File: config.mk
export PLATFORM = sky130hd
export DESIGN_NAME = png_crc_sched
export DESIGN_NICKNAME = d
export VERILOG_FILES = /design/src/rtl/png_crc_sched.sv
export SDC_FILE = /design/constraint.sdc
export NUM_CORES = 1
export LEC_CHECK = 0
export CAP_MARGIN = 30
export CORE_MARGIN = 2
export CORE_UTILIZATION = 33
export CTS_BUF_LIST = sky130_fd_sc_hd__clkbuf_2 sky130_fd_sc_hd__clkbuf_4 sky130_fd_sc_hd__clkbuf_8
export DETAILED_ROUTE_END_ITERATION = 12
export DONT_BUFFER_PORTS = 1
export PLACE_DENSITY = 0.5
export SETUP_SLACK_MARGIN = 0.05
export SLEW_MARGIN = 30
export SYNTH_ARGS = -nofsm -noshare
export SYNTH_HDL_FRONTEND = slang
export SYNTH_SLANG_ARGS = --single-unit
export TNS_END_PERCENT = 30
File: constraint.sdc
create_clock -name clk -period 1.7 [get_ports clk]
set_input_delay 0.255 -clock clk [delete_from_list [all_inputs] [get_ports clk]]
set_output_delay 0.255 -clock clk [all_outputs]
set_load 0.02 [all_outputs]
File: src/rtl/png_crc_sched.sv
// Scheduler that shares one PNG CRC-32 core between two requesters.
// Optional chunk counter port chunk_cnt_o is enabled by defining PNG_CRC_SCHED_STAT_EN.
module png_crc_sched (
    input  logic        clk,
    input  logic        rstn,
    input  logic [1:0]  req_i,
    input  logic [1:0]  val_i,
    input  logic [31:0] dat0_i,
    input  logic [31:0] dat1_i,
    input  logic [1:0]  lst_i,
    output logic [1:0]  rdy_o,
    output logic [1:0]  gnt_o,
    output logic [1:0]  done_o,
    output logic [31:0] crc_o,
    output logic        crc_start_o,
    output logic        crc_val_o,
    output logic [31:0] crc_dat_o,
    output logic        crc_lst_o,
    input  logic        crc_val_i,
    input  logic        crc_done_i,
    input  logic [31:0] crc_dat_i
`ifdef PNG_CRC_SCHED_STAT_EN
    ,
    output logic [15:0] chunk_cnt_o
`endif
);

    typedef enum logic [2:0] {
        IDLE   = 3'd0,
        START  = 3'd1,
        FEED   = 3'd2,
        WAIT   = 3'd3,
        WAIT_L = 3'd4
    } state_e;

    state_e      state_q, state_d;
    logic [1:0]  gnt_q, gnt_d;
    logic [1:0]  done_q, done_d;
    logic [31:0] crc_q, crc_d;
    logic        ptr_q, ptr_d;
    logic [1:0]  gap_q, gap_d;
    logic        ack_q, ack_d;

    logic        owner;
    logic        own_val;
    logic        own_lst;
    logic [31:0] own_dat;
    logic        wait_go;
    logic        chunk_end;

    assign owner   = gnt_q[1];
    assign own_val = val_i[owner];
    assign own_lst = lst_i[owner];
    assign own_dat = owner ? dat1_i : dat0_i;

    // A word slot ends only after the core acknowledged and three WAIT cycles
    // elapsed, so a fast core can never push throughput above 1 word / 4 cycles.
    assign wait_go   = (ack_q | crc_val_i) & (gap_q == 2'd2);
    assign chunk_end = (state_q == WAIT_L) & crc_done_i;

    always_ff @(posedge clk or negedge rstn) begin
        if (!rstn) begin
            state_q <= IDLE;
        end else begin
            state_q <= state_d;
        end
    end

    always_comb begin
        state_d = state_q;
        case (state_q)
            IDLE: begin
                if (req_i != 2'b00) begin
                    state_d = START;
                end
            end
            START: begin
                state_d = FEED;
            end
            FEED: begin
                if (own_val) begin
                    state_d = own_lst ? WAIT_L : WAIT;
                end
            end
            WAIT: begin
                if (wait_go) begin
                    state_d = FEED;
                end
            end
            WAIT_L: begin
                if (crc_done_i) begin
                    state_d = IDLE;
                end
            end
            default: begin
                state_d = IDLE;
            end
        endcase
    end

    always_comb begin
        gnt_d  = gnt_q;
        done_d = 2'b00;
        crc_d  = crc_q;
        ptr_d  = ptr_q;
        gap_d  = gap_q;
        ack_d  = ack_q;
        case (state_q)
            IDLE: begin
                if (req_i == 2'b11) begin
                    gnt_d = ptr_q ? 2'b10 : 2'b01;
                end else if (req_i != 2'b00) begin
                    gnt_d = req_i;
                end
            end
            FEED: begin
                gap_d = 2'd0;
                ack_d = 1'b0;
            end
            WAIT: begin
                if (gap_q != 2'd2) begin
                    gap_d = gap_q + 2'd1;
                end
                if (crc_val_i) begin
                    ack_d = 1'b1;
                end
            end
            WAIT_L: begin
                // Next arbitration favours whoever was not just served.
                if (crc_done_i) begin
                    crc_d  = crc_dat_i;
                    done_d = gnt_q;
                    gnt_d  = 2'b00;
                    ptr_d  = ~owner;
                end
            end
            default: begin
            end
        endcase
    end

    always_ff @(posedge clk or negedge rstn) begin
        if (!rstn) begin
            gnt_q  <= 2'b00;
            done_q <= 2'b00;
            crc_q  <= 32'd0;
            ptr_q  <= 1'b0;
            gap_q  <= 2'd0;
            ack_q  <= 1'b0;
        end else begin
            gnt_q  <= gnt_d;
            done_q <= done_d;
            crc_q  <= crc_d;
            ptr_q  <= ptr_d;
            gap_q  <= gap_d;
            ack_q  <= ack_d;
        end
    end

    always_comb begin
        rdy_o       = 2'b00;
        crc_start_o = 1'b0;
        crc_val_o   = 1'b0;
        crc_dat_o   = 32'd0;
        crc_lst_o   = 1'b0;
        case (state_q)
            START: begin
                crc_start_o = 1'b1;
            end
            FEED: begin
                rdy_o     = gnt_q;
                crc_val_o = own_val;
                crc_dat_o = own_val ? own_dat : 32'd0;
                crc_lst_o = own_lst;
            end
            default: begin
            end
        endcase
    end

    assign gnt_o  = gnt_q;
    assign done_o = done_q;
    assign crc_o  = crc_q;

`ifdef PNG_CRC_SCHED_STAT_EN
    logic [15:0] cnt_q, cnt_d;

    always_comb begin
        cnt_d = cnt_q + {15'd0, chunk_end};
    end

    always_ff @(posedge clk or negedge rstn) begin
        if (!rstn) begin
            cnt_q <= 16'd0;
        end else begin
            cnt_q <= cnt_d;
        end
    end

    assign chunk_cnt_o = cnt_q;
`else
    logic unused_chunk_end;
    assign unused_chunk_end = chunk_end;
`endif

endmodule

==> impl_results.md <==
- Outcome: finished with violations
- Violated checks: negative setup slack
- Min Tclk post-route: 1.80 ns
- Mapped Avg Cell Area: approximately 12 sq um
- Worst-path clk slew: 0.08 ns
- Final hold vios: 0
- # diodes: 0
- GRT Residual Overflow: 0
- Vias in the first global route: 1567
- Hold depth: 1
- Yosys warns: 0
- Deepest clock path buffer count: 2
- CTS Buf Count: 5
- Seq cells post-synth: 43
- Total wire length: between 5000 and 6000 um
- Req. time, crit path: approximately 1.4 ns
- Nets@finish: 348
- Relative slew slack: a little under 80%
- Dpl cells: 305
- Clk_lat worst skew: roughly 0.29 ns
- Number of vias per cell: 5.19
- LEAKAGE: 1.38 nW
- Detailed Place HPWL: 4020 um
- Critical path arrival: 1.55 ns
- RSZ-0062 raised after global routing: yes
- WL/cell: 16.9 um
- Starting density of the core: 33.9%
- Placement Setup Slack: 0.154 ns
- Asr flop ratio synth: 100%
- Fin cells: approximately 320
- Crit. End Element: primary output
- Top-level I/O count: 179
- GR Util All Layers: 13.2%
- Power, Total: 0.00548 W
- CTS Root Cell: clkbuf_8
- Slew @ Worst Pin: 0.336 ns
- Setup CP Type: register to primary output
- Crit Path Max Fanout: 8
- Worst Skew: a little under 0.008 ns
- Cell Area, Synth: 0.00228 sq mm
- 1st-iter DRT viols: 56
- Die height: slightly below 90 um
- RePlAce Congestion: 0.828
- DIE AREA: 0.00758 sq mm
- # setup viols final: 31
- Core area: 0.00672 sq mm
- Setup slack after layout: -0.104 ns
- Hold Crit Start: crc_dat_i[12]
- Main synth FF type: dfrtp_1
- Via count: 1671
- Row cnt: 30
- Worst vdd ir: 0.736 mV
- Area grow syn2layout: 32.4%
- FMAX: ~0.55 GHz
- Pwr dens: approximately 1800 mW/mm^2
- Slew Viols, Final: 0
- Area of the multi-input gates: 0.00126 sq mm
- Tcrit/Tclk final: 106%
- Initial antenna violation count: 0
- TritonCTS clock tree: yes
- R2R Setup Slk: 0.14 ns
- Pin count of the biggest net entering global routing: 44
- Buffers on Ports: 0
- CTS H-tree depth: 2
- Hold Path Class: primary input to register
- DRC: 0
- Hold Crit Endpoint: crc_o[12]
- Max Cap Viol: 0
- Initial DRT Pass Iterations: 4
- CP Launch Type: register
- Synth cell types: 31
- First-pass GRT wire length: 7650 um
- RR Startpoint: state_q[0]
- Die span in x: ~87 um
- Syn_nets: 305
- Post-synth EDFFs: 0
- Sequential area share after synthesis: between 40% and 50%
- R2r endpoint: crc_o[10]
- Fillcell total: roughly 630
- Register area: 0.00108 sq mm
- R2R cell count: 4
- # clock sinks: 43
- Cell count after synthesis: just under 200
- Post-route ant nets: 0
- Share of post-route cells with drive strength above 1: between 50% and 60%
## power by group
group | total [W] | switching (W) | internal [W]
Clock | 0.000714 | 0.000344 | 0.000370
Combinational | 0.00278 | 0.00145 | 0.00133
Sequential | 0.00199 | 0.000598 | 0.00139
Total | 0.00548 | 0.00239 | 0.00309
## logic make-up (layout without fill, tap and decap cells)
family / after synthesis / after routing / share of synthesized area, %
compound gates: 16 / 16 / 4.94
fa+ha+maj: 1 / 1 / 0.549
buf+inv: 17 / 61 / 4.45
flops: 43 / 43 / 47.2
mux: 66 / 66 / 30.8
simple gates: 55 / 55 / 12.0
## registers in the layout (all words and copies together), names as in the netlist
name / count
crc_o: 32
state_q: 3
done_o: 2
gap_q: 2
gnt_o: 2
ack_q: 1
ptr_q: 1
## synthesized netlist by cell type, types with 2 or more instances
| library cell | count | area share [%] |
|---|---|---|
| buf_2 | 9 | 2.0 |
| nand2_1 | 3 | 0.49 |
| a21oi_1 | 2 | 0.44 |
| nand2b_1 | 2 | 0.55 |
| nor2b_1 | 2 | 0.55 |
| mux2i_1 | 33 | 14 |
| nor4b_1 | 2 | 0.77 |
| and2_1 | 6 | 1.6 |
| a32o_1 | 2 | 0.88 |
| buf_6 | 3 | 1.5 |
| o21ai_0 | 4 | 0.88 |
| inv_1 | 4 | 0.66 |
| dfrtp_1 | 43 | 47 |
| mux2_1 | 4 | 2.0 |
| nor2_1 | 35 | 5.8 |
| mux2_2 | 29 | 14 |
## layer usage
layer	vias up	share of wire (%)	GRT usage (%)
met4	0	1.3	4.76
li1	773	-	-
met1	782	38	15.4
met2	109	51	22.5
met3	7	9.7	4.45
met5	-	0	0
## metrics by stage
step / setup TNS [ns] / hold slack (ns) / area, sq um / util (%)
2_1_floorplan: 0 / -0.0406 / 2290 / -
5_1_grt: -5.17 / 0.0853 / 3020 / 44.9
4_1_cts: -2.66 / 0.0937 / 2930 / 43.5
3_5_place_dp: 0 / -0.0397 / 2630 / 39.2
3_3_place_gp: 0 / -0.0397 / 2630 / 39.2
6_report: -2.44 / 0.103 / 3020 / 44.9
## layout make-up
type / count / area share (%)
inverter: 4 / 0.498
multi-input combinational: 138 / 41.8
timing repair buffer: 49 / 15.2
tap: 80 / 3.32
sequential: 43 / 35.8
clock inverter: 1 / 0.249
clock buffer: 7 / 3.19
## critical path: stages, from the launching register on
cell and delay [ns]:
dfrtp_2 0.44, and2_4 0.15, o21ai_4 0.24, buf_6 0.21, nor2_1 0.06, buf_4 0.15
## timing repair
action | in CTS | in global routing
pin swaps | 9 | 3
gates resized for setup | 36 | 26
hold buffers | 2 | 0
buffers inserted | 3 | 0
hold endpoints to repair | 43 | 0
setup endpoints to repair | 36 | 37
gates cloned | 3 | 1
## worst max path at each step
| stage | slack, ns | depth (start not counted) | startpoint | endpoint |
|---|---|---|---|---|
| finish | -0.10 | 5 | gnt_o[1] | crc_dat_o[2] |
| CTS | -0.11 | 5 | state_q[0] | crc_dat_o[28] |
| detailed placement | 0.15 | 5 | gnt_o[1] | crc_dat_o[11] |
| floorplan | 0.04 | 4 | gnt_o[1] | crc_dat_o[16] |
| global placement | 0.18 | 5 | gnt_o[1] | crc_dat_o[17] |
| global route | -0.20 | 5 | state_q[2] | crc_dat_o[4] |
## cells in the final DEF (no fill, tap or decap), types with 2 or more instances in the layout
cell type   n
a21oi_1     2
a32o_1      2
and2_1      2
and2_2      2
and2_4      2
buf_12      3
buf_2       2
buf_4      28
buf_6      15
clkbuf_8    7
dfrtp_1    41
dfrtp_2     2
inv_1       3
mux2_1      4
mux2_2     29
mux2i_1    28
mux2i_2     5
nand2_1     3
nand2b_1    2
nor2_1     10
nor2_2     13
nor2_4     12
nor4b_1     2
o21ai_0     4
Power figures use the tool's default switching activity.
